`src/rtl/br_defs.sv`:
```
// ----------------------------------------------------------------------------
// br_defs
// Shared definitions for branch resolution in the ID stage.
//   - br_type_e  : 3-bit branch codes, identical to the ones the decoder emits.
//   - br_state_e : 2-bit encodings for the branch_ctrl sequencer.
//   - br_needs   : which comparator operands a branch type depends on.
//   - br_eval    : branch outcome from the comparator flags.
// ----------------------------------------------------------------------------
package br_defs;

    typedef enum logic [2:0] {
        BR_BEQ  = 3'd0,
        BR_BNE  = 3'd1,
        BR_BLEZ = 3'd2,
        BR_BGTZ = 3'd3,
        BR_BLTZ = 3'd4,
        BR_BGEZ = 3'd5,
        BR_J    = 3'd6,
        BR_RSVD = 3'd7
    } br_type_e;

    typedef enum logic [1:0] {
        ST_IDLE  = 2'd0,
        ST_WAIT  = 2'd1,
        ST_REDIR = 2'd2
    } br_state_e;

    // Returns {needs_rt, needs_rs}. Single-operand compares only look at rs;
    // jumps and the reserved code depend on nothing.
    function automatic logic [1:0] br_needs(input logic [2:0] br_code);
        logic [1:0] needs;
        needs = 2'b00;
        case (br_code)
            BR_BEQ, BR_BNE:                    needs = 2'b11;
            BR_BLEZ, BR_BGTZ, BR_BLTZ, BR_BGEZ: needs = 2'b01;
            default:                           needs = 2'b00;
        endcase
        return needs;
    endfunction

    // The reserved code is never taken; J is always taken.
    function automatic logic br_eval(input logic [2:0] br_code,
                                     input logic eq,
                                     input logic ltz,
                                     input logic gtz,
                                     input logic ez);
        logic taken;
        taken = 1'b0;
        case (br_code)
            BR_BEQ:  taken = eq;
            BR_BNE:  taken = !eq;
            BR_BLEZ: taken = ltz | ez;
            BR_BGTZ: taken = gtz;
            BR_BLTZ: taken = ltz;
            BR_BGEZ: taken = gtz | ez;
            BR_J:    taken = 1'b1;
            default: taken = 1'b0;
        endcase
        return taken;
    endfunction

endpackage

```
`src/rtl/sat_counter.sv`:
```
// ----------------------------------------------------------------------------
// sat_counter
// Up-counter that sticks at all-ones instead of wrapping.
// Ports:
//   clk   - clock
//   rst_n - synchronous active-low reset
//   inc   - count up by one this cycle
//   clr   - force to zero; takes priority over inc
//   count - current value
// ----------------------------------------------------------------------------
module sat_counter #(
    parameter int WIDTH = 16
) (
    input  logic             clk,
    input  logic             rst_n,
    input  logic             inc,
    input  logic             clr,
    output logic [WIDTH-1:0] count
);

    always_ff @(posedge clk) begin
        if (!rst_n) begin
            count <= '0;
        end else if (clr) begin
            count <= '0;
        end else if (inc && (count != '1)) begin
            count <= count + 1'b1;
        end
    end

endmodule

```
`src/rtl/branch_ctrl.sv`:
```
// ----------------------------------------------------------------------------
// branch_ctrl
// Sequences branch resolution in ID around the signed branch comparator:
// waits for forwarded operands (stalling ID), evaluates the comparator flags
// for the decoded branch type, and issues a PC redirect over valid/ready.
// Only one branch is in flight at a time.
// Ports:
//   clk, rst_n            - clock, synchronous active-low reset
//   br_valid/type/target  - branch presented by the decoder
//   rs_ready, rt_ready    - comparator operands are valid
//   comp_eq/ltz/gtz/ez    - comparator flags
//   cnt_clr               - clear the statistics counters
//   redir_ready           - PC unit accepts the redirect
//   id_stall              - hold IF/ID (combinational)
//   redir_valid, redir_pc - registered redirect request
//   br_done/taken/err     - one-cycle resolution pulses
//   cnt_branch, cnt_taken - saturating statistics
// ----------------------------------------------------------------------------
module branch_ctrl
    import br_defs::*;
#(
    parameter int CNT_W    = 16,
    parameter int WAIT_MAX = 8
) (
    input  logic             clk,
    input  logic             rst_n,
    input  logic             br_valid,
    input  logic [2:0]       br_type,
    input  logic [31:0]      br_target,
    input  logic             rs_ready,
    input  logic             rt_ready,
    input  logic             comp_eq,
    input  logic             comp_ltz,
    input  logic             comp_gtz,
    input  logic             comp_ez,
    input  logic             cnt_clr,
    input  logic             redir_ready,
    output logic             id_stall,
    output logic             redir_valid,
    output logic [31:0]      redir_pc,
    output logic             br_done,
    output logic             br_taken,
    output logic             br_err,
    output logic [CNT_W-1:0] cnt_branch,
    output logic [CNT_W-1:0] cnt_taken
);

    localparam int WC_W = $clog2(WAIT_MAX + 1);

    br_state_e       state;
    br_state_e       state_nx;
    logic [2:0]      lat_type;
    logic [31:0]     lat_target;
    logic [WC_W-1:0] wait_cnt;

    logic [2:0]      cur_type;
    logic [31:0]     cur_target;
    logic [1:0]      needs;
    logic            ops_ready;
    logic            taken;
    logic            resolve;
    logic            timeout;
    logic            start_wait;

    // While waiting, the decoder may already show the next instruction, so
    // the branch being resolved comes from the latched copy.
    assign cur_type   = (state == ST_WAIT) ? lat_type   : br_type;
    assign cur_target = (state == ST_WAIT) ? lat_target : br_target;
    assign needs      = br_needs(cur_type);
    assign ops_ready  = (!needs[0] || rs_ready) && (!needs[1] || rt_ready);
    assign taken      = br_eval(cur_type, comp_eq, comp_ltz, comp_gtz, comp_ez);

    always_comb begin
        state_nx   = state;
        resolve    = 1'b0;
        timeout    = 1'b0;
        start_wait = 1'b0;
        id_stall   = 1'b0;
        case (state)
            ST_IDLE: begin
                if (br_valid) begin
                    if (ops_ready) begin
                        resolve  = 1'b1;
                        state_nx = taken ? ST_REDIR : ST_IDLE;
                    end else begin
                        start_wait = 1'b1;
                        id_stall   = 1'b1;
                        state_nx   = ST_WAIT;
                    end
                end
            end
            ST_WAIT: begin
                // Stall holds through the resolving cycle so the delay-slot
                // instruction is not fetched past the branch early.
                id_stall = 1'b1;
                if (ops_ready) begin
                    resolve  = 1'b1;
                    state_nx = taken ? ST_REDIR : ST_IDLE;
                end else if (wait_cnt == WC_W'(WAIT_MAX)) begin
                    timeout  = 1'b1;
                    state_nx = ST_IDLE;
                end
            end
            ST_REDIR: begin
                id_stall = !redir_ready;
                if (redir_valid && redir_ready) begin
                    state_nx = ST_IDLE;
                end
            end
            default: begin
                state_nx = ST_IDLE;
            end
        endcase
    end

    always_ff @(posedge clk) begin
        if (!rst_n) begin
            state       <= ST_IDLE;
            lat_type    <= '0;
            lat_target  <= '0;
            wait_cnt    <= '0;
            redir_valid <= 1'b0;
            redir_pc    <= '0;
            br_done     <= 1'b0;
            br_taken    <= 1'b0;
            br_err      <= 1'b0;
        end else begin
            state    <= state_nx;
            br_done  <= resolve || timeout;
            br_taken <= resolve && taken;
            br_err   <= timeout || (resolve && (cur_type == BR_RSVD));

            if (start_wait) begin
                lat_type   <= br_type;
                lat_target <= br_target;
                wait_cnt   <= WC_W'(1);
            end else if (state == ST_WAIT) begin
                wait_cnt <= (state_nx == ST_WAIT) ? wait_cnt + 1'b1 : '0;
            end

            if (resolve && taken) begin
                redir_valid <= 1'b1;
                redir_pc    <= cur_target;
            end else if ((state == ST_REDIR) && redir_ready) begin
                redir_valid <= 1'b0;
            end
        end
    end

    // Timeouts are not resolutions and are not counted.
    sat_counter #(.WIDTH(CNT_W)) u_cnt_branch (
        .clk   (clk),
        .rst_n (rst_n),
        .inc   (resolve),
        .clr   (cnt_clr),
        .count (cnt_branch)
    );

    sat_counter #(.WIDTH(CNT_W)) u_cnt_taken (
        .clk   (clk),
        .rst_n (rst_n),
        .inc   (resolve && taken),
        .clr   (cnt_clr),
        .count (cnt_taken)
    );

endmodule

```
`config.mk`:
```
export PLATFORM = sky130hd
export DESIGN_NAME = branch_ctrl
export DESIGN_NICKNAME = d
export VERILOG_FILES = /design/src/rtl/br_defs.sv /design/src/rtl/sat_counter.sv /design/src/rtl/branch_ctrl.sv
export SDC_FILE = /design/constraint.sdc
export NUM_CORES = 1
export LEC_CHECK = 0
export CAP_MARGIN = 20
export CORE_ASPECT_RATIO = 1.25
export CORE_MARGIN = 4
export CORE_UTILIZATION = 30
export CTS_CLUSTER_SIZE = 8
export DETAILED_ROUTE_END_ITERATION = 8
export SLEW_MARGIN = 20
export SYNTH_ARGS = -nofsm -noshare
export SYNTH_HDL_FRONTEND = slang
export SYNTH_SLANG_ARGS = --single-unit
export TNS_END_PERCENT = 1
```
`constraint.sdc`:
```
create_clock -name clk -period 2.8 [get_ports clk]
set_input_delay 0.28 -clock clk [delete_from_list [all_inputs] [get_ports clk]]
set_output_delay 0.28 -clock clk [all_outputs]
set_load 0.01 [all_outputs]
```
==> results.sh <==
export IMPL_crit_fanout=5
export IMPL_comb_power_share=0.165
export IMPL_leakage_nw=2.52
export IMPL_yosys_warnings=0
export IMPL_synth_top_area_cell="dfxtp_1"
export IMPL_synth_xor_area_frac=0.0254
export IMPL_syn_to_final_growth_pct=37.0
export IMPL_antenna_found_initial=1
export IMPL_endpoint_kind="primary output"
export IMPL_synthTopCellsByCount="dfxtp_1, nor2_1, nand2_1"
export IMPL_firstDrtPassIters=4
export IMPL_yosysMostFrequentCell="dfxtp_1"
export IMPL_wl_mm=13.3
export IMPL_power_frac_clock=0.370
export IMPL_worstMarginPinSlew_ps=999
export IMPL_fin_crit_ps=2680
export IMPL_drc=0
export IMPL_synth_top_family_by_area="simple AND/OR/NAND/NOR gates"
export IMPL_rsz0062_at_grt="false"
export IMPL_syn_nets=622
export IMPL_die_y_um=150
export IMPL_pin_count=115
export IMPL_grt_pass1_vias=4368
export IMPL_ys_types=47
export IMPL_yosysTopAreaCellShare=0.453
export IMPL_crit_type="register to primary output"
export IMPL_start_util=0.307
export IMPL_grt_overflow=0
export IMPL_min_period_over_period=0.959
export IMPL_synth_edff_count=0
export IMPL_drv_cap=0
export IMPL_holdCritPathClass="register to register"
export IMPL_wire_per_inst_um=14.8
export IMPL_ant_nets=0
export IMPL_power_switching_share=0.263
export IMPL_place_hpwl_mm=9.12
export IMPL_synth_seq_area_share=0.453
export IMPL_synth_fa_ha_area_frac=0.0104
export IMPL_finClkSkew_ps=4.84
export IMPL_root_buffer="clkbuf_16"
export IMPL_synthArstFlopShare=0
export IMPL_seq_power_share=0.466
export IMPL_critPathRequiredTime_ps=2520
export IMPL_port_buffers=114
export IMPL_synth_simple_area_share=0.244
export IMPL_core_area_mm2=0.0157
export IMPL_vias=4550
export IMPL_irDropWorstVdd_mv=0.284
export IMPL_fmax_mhz=372
export IMPL_cts_buffers=9
export IMPL_clock_sinks=109
export IMPL_ys_flop_type="dfxtp_1"
export IMPL_grt_start_max_net_pins=53
export IMPL_dp_cells=881
export IMPL_fin_nets=732
export IMPL_h_tree_depth=3
export IMPL_arrival_ps=2400
export IMPL_slew_viol_final=0
export IMPL_synth_area_per_cell_um2=8.43
export IMPL_hold_viol_final=0
export IMPL_maxSlewHeadroom=0.327
export IMPL_power_mw=3.61
export IMPL_ys_ff_latch=109
export IMPL_fp_row_count=51
export IMPL_cts_tree="built"
export IMPL_power_density_mw_per_mm2=547
export IMPL_synthMuxAreaShare=0.0867
export IMPL_synthCells=572
export IMPL_grt_pass1_wl_mm=21.5
export IMPL_die_w_um=121
export IMPL_cp_start_kind="register"
export IMPL_finalSetupViolCount=0
export IMPL_via_per_inst=5.06
export IMPL_clkTransAtPathRegs_ps=80
export IMPL_final_cell_count_no_fill=899
export IMPL_status="complete, no violations"
export IMPL_synth_area_mm2=0.00482
export IMPL_drt_iter0_drc=239
export IMPL_die_area_mm2=0.0182
export IMPL_place_gp_congestion=0.819
export IMPL_diodes=0
export IMPL_clockBufferDepth=2
export IMPL_switchingPower_mw=0.952
export IMPL_synth_compound_area_frac=0.138
export IMPL_clk_latency_ps=350
export IMPL_drive_gt1_frac=0.0786
export IMPL_grtUsageTotal=0.145
export IMPL_p_int_mw=2.66
export IMPL_synth_area_leaders="dfxtp_1, nor2_1, mux2i_1, nand2_1, a311oi_1"
## power groups by stage
stage / Sequential [mW] / Clock [mW] / Combinational (mW)
finish: 1.68 / 1.34 / 0.595
global placement: 1.72 / 0 / 0.572
floorplan: 1.73 / 0 / 0.296
detailed placement: 1.72 / 0 / 0.585
CTS: 1.68 / 1.38 / 0.588
global route: 1.69 / 1.44 / 0.655
## final cells by class
class / instances / area, um2
Clock buffer: 11 / 243
Clock inverter: 5 / 67.6
Fill cell: 1620 / 9090
Inverter: 8 / 30.0
Multi-Input combinational cell: 416 / 2480
Sequential cell: 109 / 2180
Tap cell: 212 / 265
Timing Repair Buffer: 138 / 1340
## per-stage QoR
stage	TNS, ps	hold WS, ps	utilization	worst slack, ps	instance area [um2]
floorplan	0	402	-	162	4820
global placement	-336	453	0.398	-336	6250
detailed placement	-387	468	0.398	-316	6250
CTS	0	480	0.419	3.53	6570
global route	0	494	0.421	11.0	6610
finish	0	475	0.421	115	6610
## layer usage
layer	GRT usage	up-vias	routed length, um
met4	0.0476	2	191
met1	0.182	2159	5850
met2	0.230	146	6260
met3	0.0571	15	1030
li1	-	2228	-
met5	0	-	13
## final timing paths
path	startpoint	end	slack (ps)	cells after the start
worst max-delay path	state[1]	id_stall	120	7
worst min-delay path	lat_target[16]	redir_pc[16]	470	2
worst max register to register	state[1]	u_cnt_taken.count[9]	210	8
worst min register to register	lat_target[16]	redir_pc[16]	470	2
## worst max-delay path, stage by stage (launching register included)
cell and delay [ps]:
dfxtp_2 340, nand2b_4 160, mux2_4 320, o31a_1 300, or4b_4 490, a21boi_1 140
o21ai_1 140, buf_2 170
## cells by family (layout without fill, tap and decap cells)
family,Yosys count,in the layout
multiplexers,41,41
XOR/XNOR,14,14
flip-flops,109,109
AND/OR/NAND/NOR,266,266
buffers and inverters,48,162
adder cells (fa/ha/maj),4,4
AO/OA/AOI/OAI,90,91
## placed cells by master (no fill, tap or decap), drive strengths merged, types with 6 or more instances in the layout
| cell type | count |
|---|---|
| o31ai | 7 |
| and3 | 7 |
| xor2 | 10 |
| clkdlybuf4s50 | 113 |
| buf | 25 |
| or3 | 10 |
| or4 | 6 |
| mux2i | 38 |
| nand3 | 19 |
| nand2 | 88 |
| clkbuf | 11 |
| inv | 10 |
| o21ai | 13 |
| a21oi | 21 |
| nand4 | 10 |
| nor2 | 106 |
| dfxtp | 109 |
| a311oi | 32 |
## registers in the layout, indices dropped and copies added, names as in the netlist
register            cells
br_done                 1
br_err                  1
br_taken                1
lat_target             32
lat_type                3
redir_pc               32
redir_valid             1
state                   2
u_cnt_branch.count     16
u_cnt_taken.count      16
wait_cnt                4
## repair_timing
item                                    in CTS  in global routing
cloned                                       0                  1
hold buffers                                 0                  0
resized for setup                           11                  4
setup buffers                                0                  1
pin swaps                                    1                  1
endpoints found under the setup margin      10                 31
No activity file was read; power rests on OpenSTA's default activity.
